[src/rtl/round_pkg.sv]
// Shared encodings for the round sequencer: FSM states, countdown width and round durations.
package round_pkg;

    localparam int unsigned CNT_W = 6;

    typedef enum logic [2:0] {
        IDLE = 3'd0,
        LOAD = 3'd1,
        RUN  = 3'd2,
        DONE = 3'd3
    } state_t;

    localparam logic [CNT_W-1:0] DUR_0 = CNT_W'(10);
    localparam logic [CNT_W-1:0] DUR_1 = CNT_W'(20);
    localparam logic [CNT_W-1:0] DUR_2 = CNT_W'(30);
    localparam logic [CNT_W-1:0] DUR_3 = CNT_W'(60);

    function automatic logic [CNT_W-1:0] duration_map(input logic [1:0] sel);
        logic [CNT_W-1:0] dur;
        case (sel)
            2'd0:    dur = DUR_0;
            2'd1:    dur = DUR_1;
            2'd2:    dur = DUR_2;
            default: dur = DUR_3;
        endcase
        return dur;
    endfunction

endpackage

[src/rtl/tick_prescaler.sv]
// Divides the system clock down to a one-cycle tick every CLK_HZ enabled cycles.
module tick_prescaler #(
    parameter int unsigned CLK_HZ = 65_000_000
) (
    input  logic clock,
    input  logic reset_n,
    input  logic clear,
    input  logic enable,
    output logic tick_c
);

    localparam int unsigned PS_W = (CLK_HZ > 1) ? $clog2(CLK_HZ) : 1;
    localparam logic [PS_W-1:0] LAST = PS_W'(CLK_HZ - 1);

    logic [PS_W-1:0] count;

    // Count holds whenever not enabled, so the phase freezes outside RUN.
    always_ff @(posedge clock) begin
        if (!reset_n) begin
            count <= '0;
        end else if (clear) begin
            count <= '0;
        end else if (enable) begin
            count <= (count == LAST) ? '0 : count + PS_W'(1);
        end
    end

    assign tick_c = enable && (count == LAST);

endmodule

[src/rtl/round_sequencer.sv]
// Round control around the countdown timer: starts the timer, paces it, and reports each round's outcome.
module round_sequencer
    import round_pkg::*;
#(
    parameter int unsigned CLK_HZ  = 65_000_000,
    parameter int unsigned ROUND_W = 8
) (
    input  logic               clock,
    input  logic               reset_n,
    input  logic               go,
    input  logic               abort,
    input  logic               answer,
    input  logic [1:0]         duration_sel,
    input  logic [CNT_W-1:0]   countdown,
    input  logic               time_expired,
    output logic               start,
    output logic [CNT_W-1:0]   time_parameter,
    output logic               one_hz_enable,
    output logic [2:0]         state,
    output logic               round_over,
    output logic               answered_in_time,
    output logic [CNT_W-1:0]   remaining,
    output logic [ROUND_W-1:0] rounds_played
);

    state_t             state_q, state_d;
    logic [CNT_W-1:0]   time_parameter_d;
    logic               round_over_d;
    logic               answered_in_time_d;
    logic [CNT_W-1:0]   remaining_d;
    logic [ROUND_W-1:0] rounds_played_d;
    logic [ROUND_W-1:0] rounds_inc;
    logic               tick;

    tick_prescaler #(.CLK_HZ(CLK_HZ)) u_prescaler (
        .clock   (clock),
        .reset_n (reset_n),
        .clear   (state_q == LOAD),
        .enable  (state_q == RUN),
        .tick_c  (tick)
    );

    assign rounds_inc = (rounds_played == '1) ? rounds_played : rounds_played + ROUND_W'(1);

    // Next-state and next-output decode; abort overrides every other request.
    always_comb begin
        state_d            = state_q;
        time_parameter_d   = time_parameter;
        round_over_d       = 1'b0;
        answered_in_time_d = answered_in_time;
        remaining_d        = remaining;
        rounds_played_d    = rounds_played;

        if (abort) begin
            state_d            = IDLE;
            answered_in_time_d = 1'b0;
            remaining_d        = '0;
        end else begin
            case (state_q)
                IDLE, DONE: begin
                    if (go) begin
                        state_d            = LOAD;
                        time_parameter_d   = duration_map(duration_sel);
                        answered_in_time_d = 1'b0;
                        remaining_d        = '0;
                    end
                end
                LOAD: begin
                    state_d = RUN;
                end
                RUN: begin
                    if (answer) begin
                        state_d            = DONE;
                        round_over_d       = 1'b1;
                        answered_in_time_d = 1'b1;
                        remaining_d        = countdown;
                        rounds_played_d    = rounds_inc;
                    end else if (time_expired) begin
                        state_d            = DONE;
                        round_over_d       = 1'b1;
                        answered_in_time_d = 1'b0;
                        remaining_d        = '0;
                        rounds_played_d    = rounds_inc;
                    end
                end
                default: begin
                    state_d = IDLE;
                end
            endcase
        end
    end

    always_ff @(posedge clock) begin
        if (!reset_n) begin
            state_q          <= IDLE;
            time_parameter   <= '0;
            round_over       <= 1'b0;
            answered_in_time <= 1'b0;
            remaining        <= '0;
            rounds_played    <= '0;
        end else begin
            state_q          <= state_d;
            time_parameter   <= time_parameter_d;
            round_over       <= round_over_d;
            answered_in_time <= answered_in_time_d;
            remaining        <= remaining_d;
            rounds_played    <= rounds_played_d;
        end
    end

    // Decoded strobes are suppressed in an abort cycle so the timer never sees a stray start or tick.
    assign start         = (state_q == LOAD) && !abort;
    assign one_hz_enable = tick && !abort;
    assign state         = state_q;

endmodule

[config.mk]
export PLATFORM = sky130hd
export DESIGN_NAME = round_sequencer
export DESIGN_NICKNAME = d
export VERILOG_FILES = /design/src/rtl/round_pkg.sv /design/src/rtl/tick_prescaler.sv /design/src/rtl/round_sequencer.sv
export SDC_FILE = /design/constraint.sdc
export NUM_CORES = 1
export LEC_CHECK = 0
export CORE_ASPECT_RATIO = 0.75
export CORE_MARGIN = 2
export CORE_UTILIZATION = 45
export DETAILED_ROUTE_END_ITERATION = 7
export PLACE_DENSITY = 0.7
export SYNTH_ARGS = -nofsm -noshare
export SYNTH_HDL_FRONTEND = slang
export SYNTH_SLANG_ARGS = --single-unit
[constraint.sdc]
create_clock -name clock -period 2.61 [get_ports clock]
set_input_delay 0.522 -clock clock [delete_from_list [all_inputs] [get_ports clock]]
set_output_delay 0.522 -clock clock [all_outputs]
set_load 0.03 [all_outputs]
==> run_results.csv <==
group,metric,value,unit
sta,holdWs,0.490,ns
pwr,p_seq_frac,0.539,
worst_setup_path,reg2reg_setup_slack,0.32,ns
synth,ys.flop_type,"dfxtp_1",
worst_setup_path,path_class,"reg2out",
detailed_routing,drt_pass1_iterations,4,
detailed_routing,drtIter0Drc,125,
worst_setup_path,crit_path_max_fanout,4,
worst_setup_path,slowest_delay,0.54,ns
worst_setup_path,critPathRequiredTime,2.09,ns
die,start_util,0.465,
run,maxCapViolations,0,
synth,ys_warn_count,0,
worst_setup_path,r2r-end,"u_prescaler.count[18]$_SDFFE_PP0N_",
hold_path,whs_path_depth,2,
global_route,grt_first_pass_wirelength,8.34,mm
place,io_buffer_count,38,
worst_setup_path,path_cells,"or4_1 > nor3_1 > and4b_1 > buf_4",
sta,drv_slew,0,
sta,setup_violations,0,
detailed_routing,drc,0,
clocking,cts_tree,"yes",
pwr,net-switching-power,310,uW
pwr,p_leak,0.908,nW
sta,fmax,0.422,GHz
worst_setup_path,cp-start-kind,"flip-flop",
finish,drive_above_1_share,0.0631,
pwr,power,1.38,mW
worst_setup_path,crit_path_end_kind,"primary output",
worst_setup_path,crit_family,"simple AND/OR/NAND/NOR gates",
hold_path,hp-class,"reg2reg",
die,die-area,5630,um^2
sta,finalCriticalPeriod,2.37,ns
pwr,p_sw_frac,0.224,
clocking,cts.sinks,48,
die,dieHeight,65.5,um
sta,finalCritPeriodShare,0.907,
global_route,grt_use_total,0.186,
sta,timing_hold_violations_final,0,
finish,mostFrequentLayoutCell,"dfxtp_1",
place,pre_cts_ws,0.193,ns
place,gp_congestion,0.779,
finish,final_cell_mix,"48 x dfxtp_1, 37 x clkdlybuf4s50_1, 33 x nor2_1, 21 x a21oi_1, 15 x nand2_1",
clocking,insertion_delay,0.30,ns
synth,syn_area,2270,um^2
pwr,p_per_area,494,nW/um^2
clocking,cts.reportedPaths.clkPinSlew,0.09,ns
pwr,p_clk_frac,0.377,
clocking,clock-root-buffer,"clkbuf_8",
global_route,grt_start_max_net_pins,27,
synth,synth_cells,263,
hold_path,hold_path_startpoint,"time_parameter[5]$_SDFFE_PN0P_",
synth,ys_types,42,
finish,diodes,0,
hold_path,worstHoldEndpoint,"time_parameter[5]$_SDFFE_PN0P_",
synth,async_flop_share,0,
die,ioPinCount,41,
sta,fin_ws,0.243,ns
global_route,grt_pass1_vias,1783,
worst_setup_path,reg2regPathDepth,7,
pwr,ir_drop,0.269,mV
pwr,p_int,1.07,mW
sta,clock_skew,0.00741,ns
finish,fin_area,2800,um^2
worst_setup_path,worst_path_max_delay_cell,"or4_1",
die,rows,22,
sta,fin_tns_setup,0,ns
die,die_x,85.9,um
synth,yosysSeqAreaShare,0.424,
pwr,p_comb_frac,0.084,
global_route,overflow,0,
synth,yosys_register_bits,48,
worst_setup_path,worstPathArrival,1.84,ns
worst_setup_path,timing.rr.start,"state[0]$_SDFFE_PP0P_",
detailed_routing,vias_per_cell,5.47,
detailed_routing,vias,1976,
clocking,clockBufferDepth,2,
place,place_hpwl,3.48,mm
finish,area_delta_synth_final,23.5,%
finish,finalNetCount,320,
detailed_routing,finalWirelength,4.83,mm
clocking,numCtsBuffers,5,
outcome,outcome,"complete, no violations",
clocking,cts_hold_buf,0,
detailed_routing,wl_per_cell,13.4,um
die,core_region_area,4870,um^2
synth,synth_edf_count,0,
global_route,antenna_found_initial,0,
clocking,htreeDepth,2,
worst_setup_path,critPathBufInv,1,
synth,avgSynthCellArea,8.62,um^2
detailed_routing,drtAntennaViolNets,0,
place,placed_area,2680,um^2
sta,rsz0062_at_grt,"false",
-- cells by family (layout without fill, tap and decap cells) --
logic type,after synthesis,in the layout,share of synthesized area
and+or+nand+nor,116,116,0.283
AOI/OAI and AO/OA,54,54,0.149
other,1,2,0.00165
DFF,48,48,0.424
muxes,3,3,0.0138
xor gates and xnor gates,14,14,0.0541
buffers and inverters,21,58,0.0414
adders and majority gates,6,6,0.0331
-- through the flow --
step                instances   util
finish                    361  0.574
global route              361  0.574
CTS                       360  0.572
detailed placement        352  0.550
global placement          352  0.550
floorplan                 264      -
-- Yosys cell counts, types with 2 or more instances --
cell type	instances	area share
a211oi_1	2	0.0066
a21oi_1	21	0.046
a22oi_1	6	0.020
a311o_1	2	0.0088
a311oi_1	2	0.0077
and3_1	5	0.014
buf_2	3	0.0066
buf_4	3	0.0099
clkbuf_1	5	0.0083
dfxtp_1	48	0.42
ha_1	6	0.033
inv_1	9	0.015
mux2i_1	2	0.0088
nand2_1	15	0.025
nand2b_1	2	0.0055
nand3_1	13	0.029
nand4_1	8	0.022
nor2_1	34	0.056
nor2b_1	2	0.0055
nor3_1	3	0.0066
nor4_1	5	0.014
o21ai_0	11	0.024
o31ai_1	7	0.023
or3_1	9	0.025
or4_1	10	0.033
or4b_1	2	0.0088
xnor2_1	9	0.035
xor2_1	5	0.019
-- per-layer routing --
layer  share of wire  global-route usage
met1            0.53               0.266
met2            0.42               0.267
met3           0.038              0.0490
met4          0.0095              0.0694
met5               0                   0
-- worst min-delay path: cells and delay by family, from the launching register on --
family | cells | cell delay (ns)
DFF | 1 | 0.31
AOI/OAI and AO/OA | 2 | 0.13
-- final cells by class --
| class | count | area (um^2) |
|---|---|---|
| tap | 60 | 75.1 |
| clock inverter | 2 | 35.0 |
| sequential | 48 | 961 |
| clock buffer | 6 | 72.6 |
| inverter | 9 | 33.8 |
| timing repair buffer | 41 | 400 |
| multi-input combinational | 195 | 1220 |
| fill | 461 | 2070 |
-- power by group through the flow --
stage	sequential, mW	clock (mW)	combinational, mW
after floorplan	0.775	0	0.0567
after global placement	0.763	0	0.115
after detailed placement	0.763	0	0.115
after CTS	0.746	0.542	0.117
after global routing	0.747	0.574	0.126
final	0.745	0.522	0.116
-- how the worst max path moves through the flow --
stage | end | cells after the start | slack [ns] | from
global placement | rounds_played[5]$_SDFFE_PN0P_ | 5 | 0.25 | answer
finish | one_hz_enable | 4 | 0.24 | u_prescaler.count[6]$_SDFFE_PP0N_
detailed placement | rounds_played[7]$_SDFFE_PN0P_ | 5 | 0.19 | answer
global route | one_hz_enable | 4 | 0.04 | u_prescaler.count[6]$_SDFFE_PP0N_
CTS | one_hz_enable | 6 | 0.14 | state[0]$_SDFFE_PP0P_
floorplan | rounds_played[4]$_SDFFE_PN0P_ | 7 | 0.45 | state[1]$_SDFFE_PP0P_
-- registers in the layout (all words and copies together) (netlist names) --
signal             count
answered_in_time       1
time_parameter         4
remaining              6
state                  2
u_prescaler.count     26
round_over             1
rounds_played          8
-- what timing repair did --
item | in CTS | in global routing
resized for setup | 1 | 1
setup buffers | 0 | 1
pin swaps | 0 | 1
gates cloned | 0 | 0
setup endpoints to repair | 1 | 1
No activity file was read; power rests on OpenSTA's default activity.
